File: src/rtl/nvm_loader.sv
// Streams a little-endian boot image (word count, words, optional checksum) into an NVM write port.
// Optional build macro NVM_LOADER_CHECKSUM_EN enables the trailing checksum check and the error flag.
//
// state   | meaning
// IDLE    | waiting for start, CPU released
// HDR     | collecting the 4-byte word count N
// DATA    | collecting the 4 bytes of the current word
// WRITE   | single-cycle write strobe for the assembled word
// CHK     | collecting the 4-byte checksum (checksum build only)
// DONE    | single-cycle completion pulse
module nvm_loader #(
  parameter int MEM_ADDR_WIDTH = 32,
  parameter int MEM_DATA_WIDTH = 32,
  parameter logic [MEM_ADDR_WIDTH-1:0] BASE_ADDR = '0
) (
  input  logic                      sys_clk,
  input  logic                      sys_rst,
  input  logic                      start,
  input  logic                      byte_valid,
  input  logic [7:0]                byte_data,
  output logic                      byte_ready,
  output logic                      mem_wr_en,
  output logic [MEM_ADDR_WIDTH-1:0] mem_addr,
  output logic [MEM_DATA_WIDTH-1:0] mem_data_in,
  output logic                      cpu_hold,
  output logic                      busy,
  output logic                      done,
  output logic                      error
);

  if (MEM_DATA_WIDTH != 32) begin : g_bad_data_width
    $error("nvm_loader supports MEM_DATA_WIDTH = 32 only");
  end

  localparam logic [2:0] S_IDLE  = 3'd0;
  localparam logic [2:0] S_HDR   = 3'd1;
  localparam logic [2:0] S_DATA  = 3'd2;
  localparam logic [2:0] S_WRITE = 3'd3;
  localparam logic [2:0] S_DONE  = 3'd5;
`ifdef NVM_LOADER_CHECKSUM_EN
  localparam logic [2:0] S_CHK   = 3'd4;
  localparam logic [2:0] S_END   = S_CHK;
`else
  localparam logic [2:0] S_END   = S_DONE;
`endif

  logic [2:0]                state;
  logic [1:0]                byte_cnt;
  logic [31:0]               word_cnt;
  logic [31:0]               n_words;
  logic [23:0]               shreg;
  logic [31:0]               word;
  logic                      xfer;
  logic                      last_byte;
  logic                      more_words;
  logic [MEM_ADDR_WIDTH-1:0] word_off;
`ifdef NVM_LOADER_CHECKSUM_EN
  logic [31:0]               sum;
`endif

  // Bytes shift in from the top so the first byte ends up in bits 7:0.
  assign word       = {byte_data, shreg};
  assign xfer       = byte_valid & byte_ready;
  assign last_byte  = (byte_cnt == 2'd3);
  assign more_words = ({1'b0, word_cnt} + 33'd1) < {1'b0, n_words};
  assign word_off   = MEM_ADDR_WIDTH'({word_cnt, 2'b00});

  always_comb begin
    byte_ready = (state == S_HDR) || (state == S_DATA);
`ifdef NVM_LOADER_CHECKSUM_EN
    if (state == S_CHK) byte_ready = 1'b1;
`endif
  end

  assign mem_wr_en = (state == S_WRITE);
  assign busy      = (state != S_IDLE);
  assign cpu_hold  = (state != S_IDLE);
  assign done      = (state == S_DONE);

`ifndef NVM_LOADER_CHECKSUM_EN
  assign error = 1'b0;
`endif

  always_ff @(posedge sys_clk) begin
    if (sys_rst) begin
      state       <= S_IDLE;
      byte_cnt    <= '0;
      word_cnt    <= '0;
      n_words     <= '0;
      shreg       <= '0;
      mem_addr    <= '0;
      mem_data_in <= '0;
`ifdef NVM_LOADER_CHECKSUM_EN
      sum         <= '0;
      error       <= 1'b0;
`endif
    end else begin
      case (state)
        S_IDLE: begin
          if (start) begin
            state    <= S_HDR;
            byte_cnt <= '0;
            word_cnt <= '0;
            shreg    <= '0;
`ifdef NVM_LOADER_CHECKSUM_EN
            sum      <= '0;
            error    <= 1'b0;
`endif
          end
        end
        S_HDR: begin
          if (xfer) begin
            shreg    <= word[31:8];
            byte_cnt <= byte_cnt + 2'd1;
            if (last_byte) begin
              n_words <= word;
              state   <= (word != 32'd0) ? S_DATA : S_END;
            end
          end
        end
        S_DATA: begin
          if (xfer) begin
            shreg    <= word[31:8];
            byte_cnt <= byte_cnt + 2'd1;
            if (last_byte) begin
              mem_data_in <= MEM_DATA_WIDTH'(word);
              mem_addr    <= BASE_ADDR + word_off;
`ifdef NVM_LOADER_CHECKSUM_EN
              sum         <= sum + word;
`endif
              state       <= S_WRITE;
            end
          end
        end
        S_WRITE: begin
          word_cnt <= word_cnt + 32'd1;
          state    <= more_words ? S_DATA : S_END;
        end
`ifdef NVM_LOADER_CHECKSUM_EN
        S_CHK: begin
          if (xfer) begin
            shreg    <= word[31:8];
            byte_cnt <= byte_cnt + 2'd1;
            if (last_byte) begin
              if (word != sum) error <= 1'b1;
              state <= S_DONE;
            end
          end
        end
`endif
        S_DONE:  state <= S_IDLE;
        default: state <= S_IDLE;
      endcase
    end
  end

endmodule

File: config.mk
export PLATFORM = sky130hd
export DESIGN_NAME = nvm_loader
export DESIGN_NICKNAME = d
export VERILOG_FILES = /design/src/rtl/nvm_loader.sv
export SDC_FILE = /design/constraint.sdc
export NUM_CORES = 1
export LEC_CHECK = 0
export ABC_AREA = 1
export BUFFER_PORTS_ARGS = -buffer_cell sky130_fd_sc_hd__buf_2
export CORE_AREA = 2 2 166 87
export CTS_CLUSTER_DIAMETER = 40
export DETAILED_ROUTE_END_ITERATION = 8
export DIE_AREA = 0 0 168 89
export PLACE_DENSITY = 0.86
export RECOVER_POWER = 50
export REMOVE_ABC_BUFFERS = 1
export SYNTH_ARGS = -nofsm -noshare
export SYNTH_HDL_FRONTEND = slang
export SYNTH_SLANG_ARGS = --single-unit
File: constraint.sdc
create_clock -name sys_clk -period 4.9 [get_ports sys_clk]
set_clock_uncertainty 0.2 [all_clocks]
set_input_delay 0 -clock sys_clk [delete_from_list [all_inputs] [get_ports sys_clk]]
set_output_delay 0 -clock sys_clk [all_outputs]
set_load 0.02 [all_outputs]
# Yosys cells after proc, flatten, opt, wreduce, memory -nomap -nowiden

Cells that the tools add are included.

Add/sub/neg operators: 3
$mul: 0
Divide/modulo/power cells: 0
Order comparisons: 1
Eq/ne operators: 11
Shift operators: 0
Mux-type cells: 16
Bitwise gates (word level): 1
Reduce and logical (&&, ||, !) cells: 12

Operator list:

| kind                  | count |
|---|---|
| $pmux 32 s2           | 1 |
| $mux 24               | 2 |
| $pmux 24 s2           | 1 |
| $add 32x1->33 const B | 1 |
| $lt 33x32->1          | 1 |
| $add 32x1->32 const B | 1 |
| $mux 32               | 1 |
| $reduce_bool 32->1    | 1 |
| $mux 3                | 7 |
| $pmux 3 s4            | 1 |
| $ne 2x2->1 const B    | 5 |
| $reduce_and 3->1      | 3 |
| $eq 3x2->1 const B    | 2 |
| $reduce_and 5->1      | 1 |
| $mux 2                | 2 |
| $pmux 2 s2            | 1 |
| $reduce_bool 2->1     | 2 |
| $eq 3x1->1 const B    | 1 |
| $eq 3x3->1 const B    | 1 |
| $logic_not 3->1       | 1 |
| $reduce_bool 3->1     | 1 |
| $add 2x1->2 const B   | 1 |
| $eq 2x2->1 const B    | 1 |
| $ne 2x1->1 const B    | 1 |
| other kinds (4)       | 4 |

Register bits after elaboration: 155
Bits in latches: 0
Bits in writable memories: 0
Memory bits (read-only): 0
Output and inout port bits: 70
Logic and storage cells: 51
Memories kept: 0

# Longest topological paths before layout

Depth in word-level cells: 5
Gate-level depth with buffers: 25

# Worst setup path after synthesis

OpenSTA, ideal clock, no wires.

Kind: reg2reg
Start: reg word_cnt[0]
End: reg state[0]
Setup time: 0.070 ns
Arrival: 2.631 ns
Required time: 4.630 ns
Slack: 1.998 ns
Cell stages (with the launch flop): 25
Path buffers: 0
Cell sequence: dfxtp_1 ha_1 nand2_1 nor2_4 nand3_4 nor2_4 nand2_4 nor2_4 inv_2 nor2_1 nand2_1 and2_4 ha_1 nand2_1 nor2_1 nand4_1 nor2_1 nand2_1 inv_1 nand2_1 nand2_1 nand2_1 nand2_1 nand2_1 a21oi_1

Word-level cells in the longest chain between the ends: 4

RTL lines:

| what                   | RTL line | source |
|---|---|---|
| from (decl)            | 49       | `logic [31:0] word_cnt;` |
| from (signal assigned) | 136      | `word_cnt <= word_cnt + 32'd1;` |
| $add 32x1->33          | 65       | `assign more_words = ({1'b0, word_cnt} + 33'd1) < {1'b0, n_words};` |
| $lt 33x32->1           | 65       |  |
| $mux 3                 | 137      | `state <= more_words ? S_DATA : S_END;` |
| $pmux 3 s4             | 98       | `case (state)` |
| to (signal assigned)   | 117      | `state <= (word != 32'd0) ? S_DATA : S_END;` |
| to (signal assigned)   | 137      |  |
| to (decl)              | 47       | `logic [2:0] state;` |

Every way passes these cells.
A chain may end at the register's enable or synchronous reset.

# Worst setup path in the final report

Same ends and word-level chain as after synthesis.

==> metrics.txt <==
status complete, but fails checks; failing checks max-capacitance violations, max-slew violations; gpl congestion 0.918; Fin. Hold Viols 0; Worst-Skew Late Latency 0.43 ns; Place WS 1.65 ns; Clock transition at path regs 0.07 ns; Overall Power 3650 µW; CTS Buf Count 17; Clk Tree Root Cell clkbuf_16; CTS tree yes; crit end category register; first drt pass iteration count 5; CP Data Arrival Time 3.54 ns; most frequent cells in the layout nand2_1, dfxtp_1, a21oi_1, inv_1, nor2_1; TritonCTS sink count approximately 160; total wire length 19100 µm; R2R setup slack between 1.5 and 2 ns; Critical Path Start Type register; WL per Instance 15.1 µm; Tmin final 3.39 ns; cell count after synthesis 1028; Power Density 426 nW/µm²; area of the multi-input gates ~3800 µm²; hold_buf cts 9; # fillers 1132; largest net degree at the start of global routing 106; Synth Flop Type dfxtp_1; period utilisation layout 0.692; Final WS setup 1.51 ns; Core Region approximately 13000 µm²; Max Cap Viol 1; drt initial violations between 800 and 900; Reg2Reg Depth 24; leakage power 0.00318 µW; Avg Inst Size Synth 7.35 µm²; H-tree depth 4; worst hold path stage count 2; final setup vio count 0; post-synthesis cell type count 38; hpwl dp around 13000 µm; Slew Viols, Final 36; Post-synth EDFFs 0; mapped cell area ~7600 µm²; vias in the first global route between 6k and 7k; DRC 0; critical path type reg2reg; Tightest Pin Transition 1.63 ns; HP Start sys_rst; Layout area overhead 13.6%; register bit count reported by yosys 155; grt total ovfl 0; Die Y 89 µm; register area share after synthesis 0.411; IO Port Bufs approximately 80; worst rel slew slack -0.0858; Ys Warns 0; Final #Nets 1120; Vias/cell 5.66; Total Routing Usage GR 0.260; final instance area 8580 µm²; CTS resizes 0; Register Area between 3000 and 4000 µm²; Setup crit start word_cnt[0]; Async SR Flop Fraction 0; Hold WC Path Type in2reg; Setup Fix Bufs, Post-CTS 0; commonest non-fill, non-tap cell in the layout nand2_1; antenna diode count 0; Max Clock Freq 295 MHz; initial antenna violation count 0; Critical R2R Capture state[0]; Worst VDD drop roughly 220 µV; Critical Path RT 5.05 ns; vias between 7k and 8k; critical path peak fanout 6; r2r startpoint word_cnt[0]; row cnt 30; RSZ-0062 raised after global routing false; I/O pin count 82; Hold Path End shreg[2]; post-placement cell area between 7000 and 8000 µm²; Initial Utilization 0.567; Clock Tree Buf Depth 2; layout cells sized above 1 0.0763; Die ar. 15000 µm²; Antenna Nets Post-Route 0; Die W 168 µm; first-pass GRT wire length between 30000 and 40000 µm
==> logic make-up (layout without fill, tap and decap cells) <==
| family | after synthesis | after routing | synth area share |
|---|---|---|---|
| compound gates | 206 | 206 | 0.151 |
| xor+xnor | 23 | 23 | 0.0277 |
| fa+ha+maj | 33 | 33 | 0.0547 |
| buf+inv | 181 | 239 | 0.0929 |
| flops | 155 | 155 | 0.411 |
| other cells | 1 | 3 | 0.000496 |
| simple gates | 429 | 429 | 0.263 |
==> final cells by class <==
class,instances,share of cell area
Clock inverter,15,0.0235
Timing Repair Buffer,94,0.0524
Clock buffer,17,0.0496
Inverter,113,0.0494
Sequential cell,155,0.362
Multi-Input combinational cell,694,0.438
Tap cell,176,0.0257
==> where the power goes <==
group,internal (µW),switching [µW],total [µW]
Sequential,1360,98.0,1460
Clock,824,581,1400
Combinational,196,591,787
Total,2380,1270,3650
==> sequential cells by signal, summed over array words and instances (netlist names) <==
signal,count
mem_addr,30
byte_cnt,2
n_words,32
shreg,24
mem_data_in,32
word_cnt,32
state,3
==> cell usage after synthesis, types with 13 or more instances <==
cell type | n | area share
ha_1 | 33 | 0.055
a211oi_1 | 32 | 0.032
xor2_1 | 15 | 0.017
nand4_1 | 78 | 0.065
o21ai_0 | 54 | 0.036
nor2_1 | 94 | 0.047
a21oi_1 | 109 | 0.072
inv_1 | 108 | 0.054
nand2_1 | 208 | 0.10
clkbuf_1 | 53 | 0.026
dfxtp_1 | 155 | 0.41
nand3_1 | 13 | 0.0086
==> through the flow <==
step	TNS [ns]	std cells	utilization	hold WS [ns]
finish	0	1264	0.644	0.00111
detailed placement	0	1223	0.599	0.102
CTS	0	1264	0.652	0.000547
floorplan	-4.43	962	-	-0.138
global route	0	1264	0.644	0.0405
global placement	0	1223	0.599	0.0906
==> worst max-delay path by stage <==
stage	end	slack, ns	depth (start not counted)
global placement	state[0]	1.78	23
floorplan	mem_addr[10]	-0.07	6
finish	state[0]	1.51	24
CTS	state[0]	1.60	24
global route	state[0]	1.23	24
detailed placement	state[0]	1.65	24
==> worst max-delay path, cell delays in order (launching register included) <==
cell and delay, ns:
dfxtp_1 0.43, ha_1 0.22, nand2_1 0.11, nor2_4 0.18, nand3_4 0.11, nor2_4 0.16
nand2_4 0.10, nor2_4 0.12, inv_2 0.05, nor2_1 0.09, nand2_1 0.07, and2_4 0.16
ha_1 0.28, nand2_1 0.05, nor2_1 0.12, nand4_1 0.15, nor2_1 0.13, nand2_1 0.06
inv_1 0.05, nand2_1 0.05, nand2_1 0.05, nand2_1 0.04, nand2_1 0.11, nand2_1 0.07
a21oi_1 0.14
==> routing by layer <==
layer | track usage | vias to the layer above | share of wire
met2 | 0.397 | 345 | 0.43
met1 | 0.365 | 3269 | 0.46
met5 | 0 | - | 0
met3 | 0.0571 | 32 | 0.094
li1 | - | 3511 | -
met4 | 0.100 | 0 | 0.014
Power figures use the tool's default switching activity.
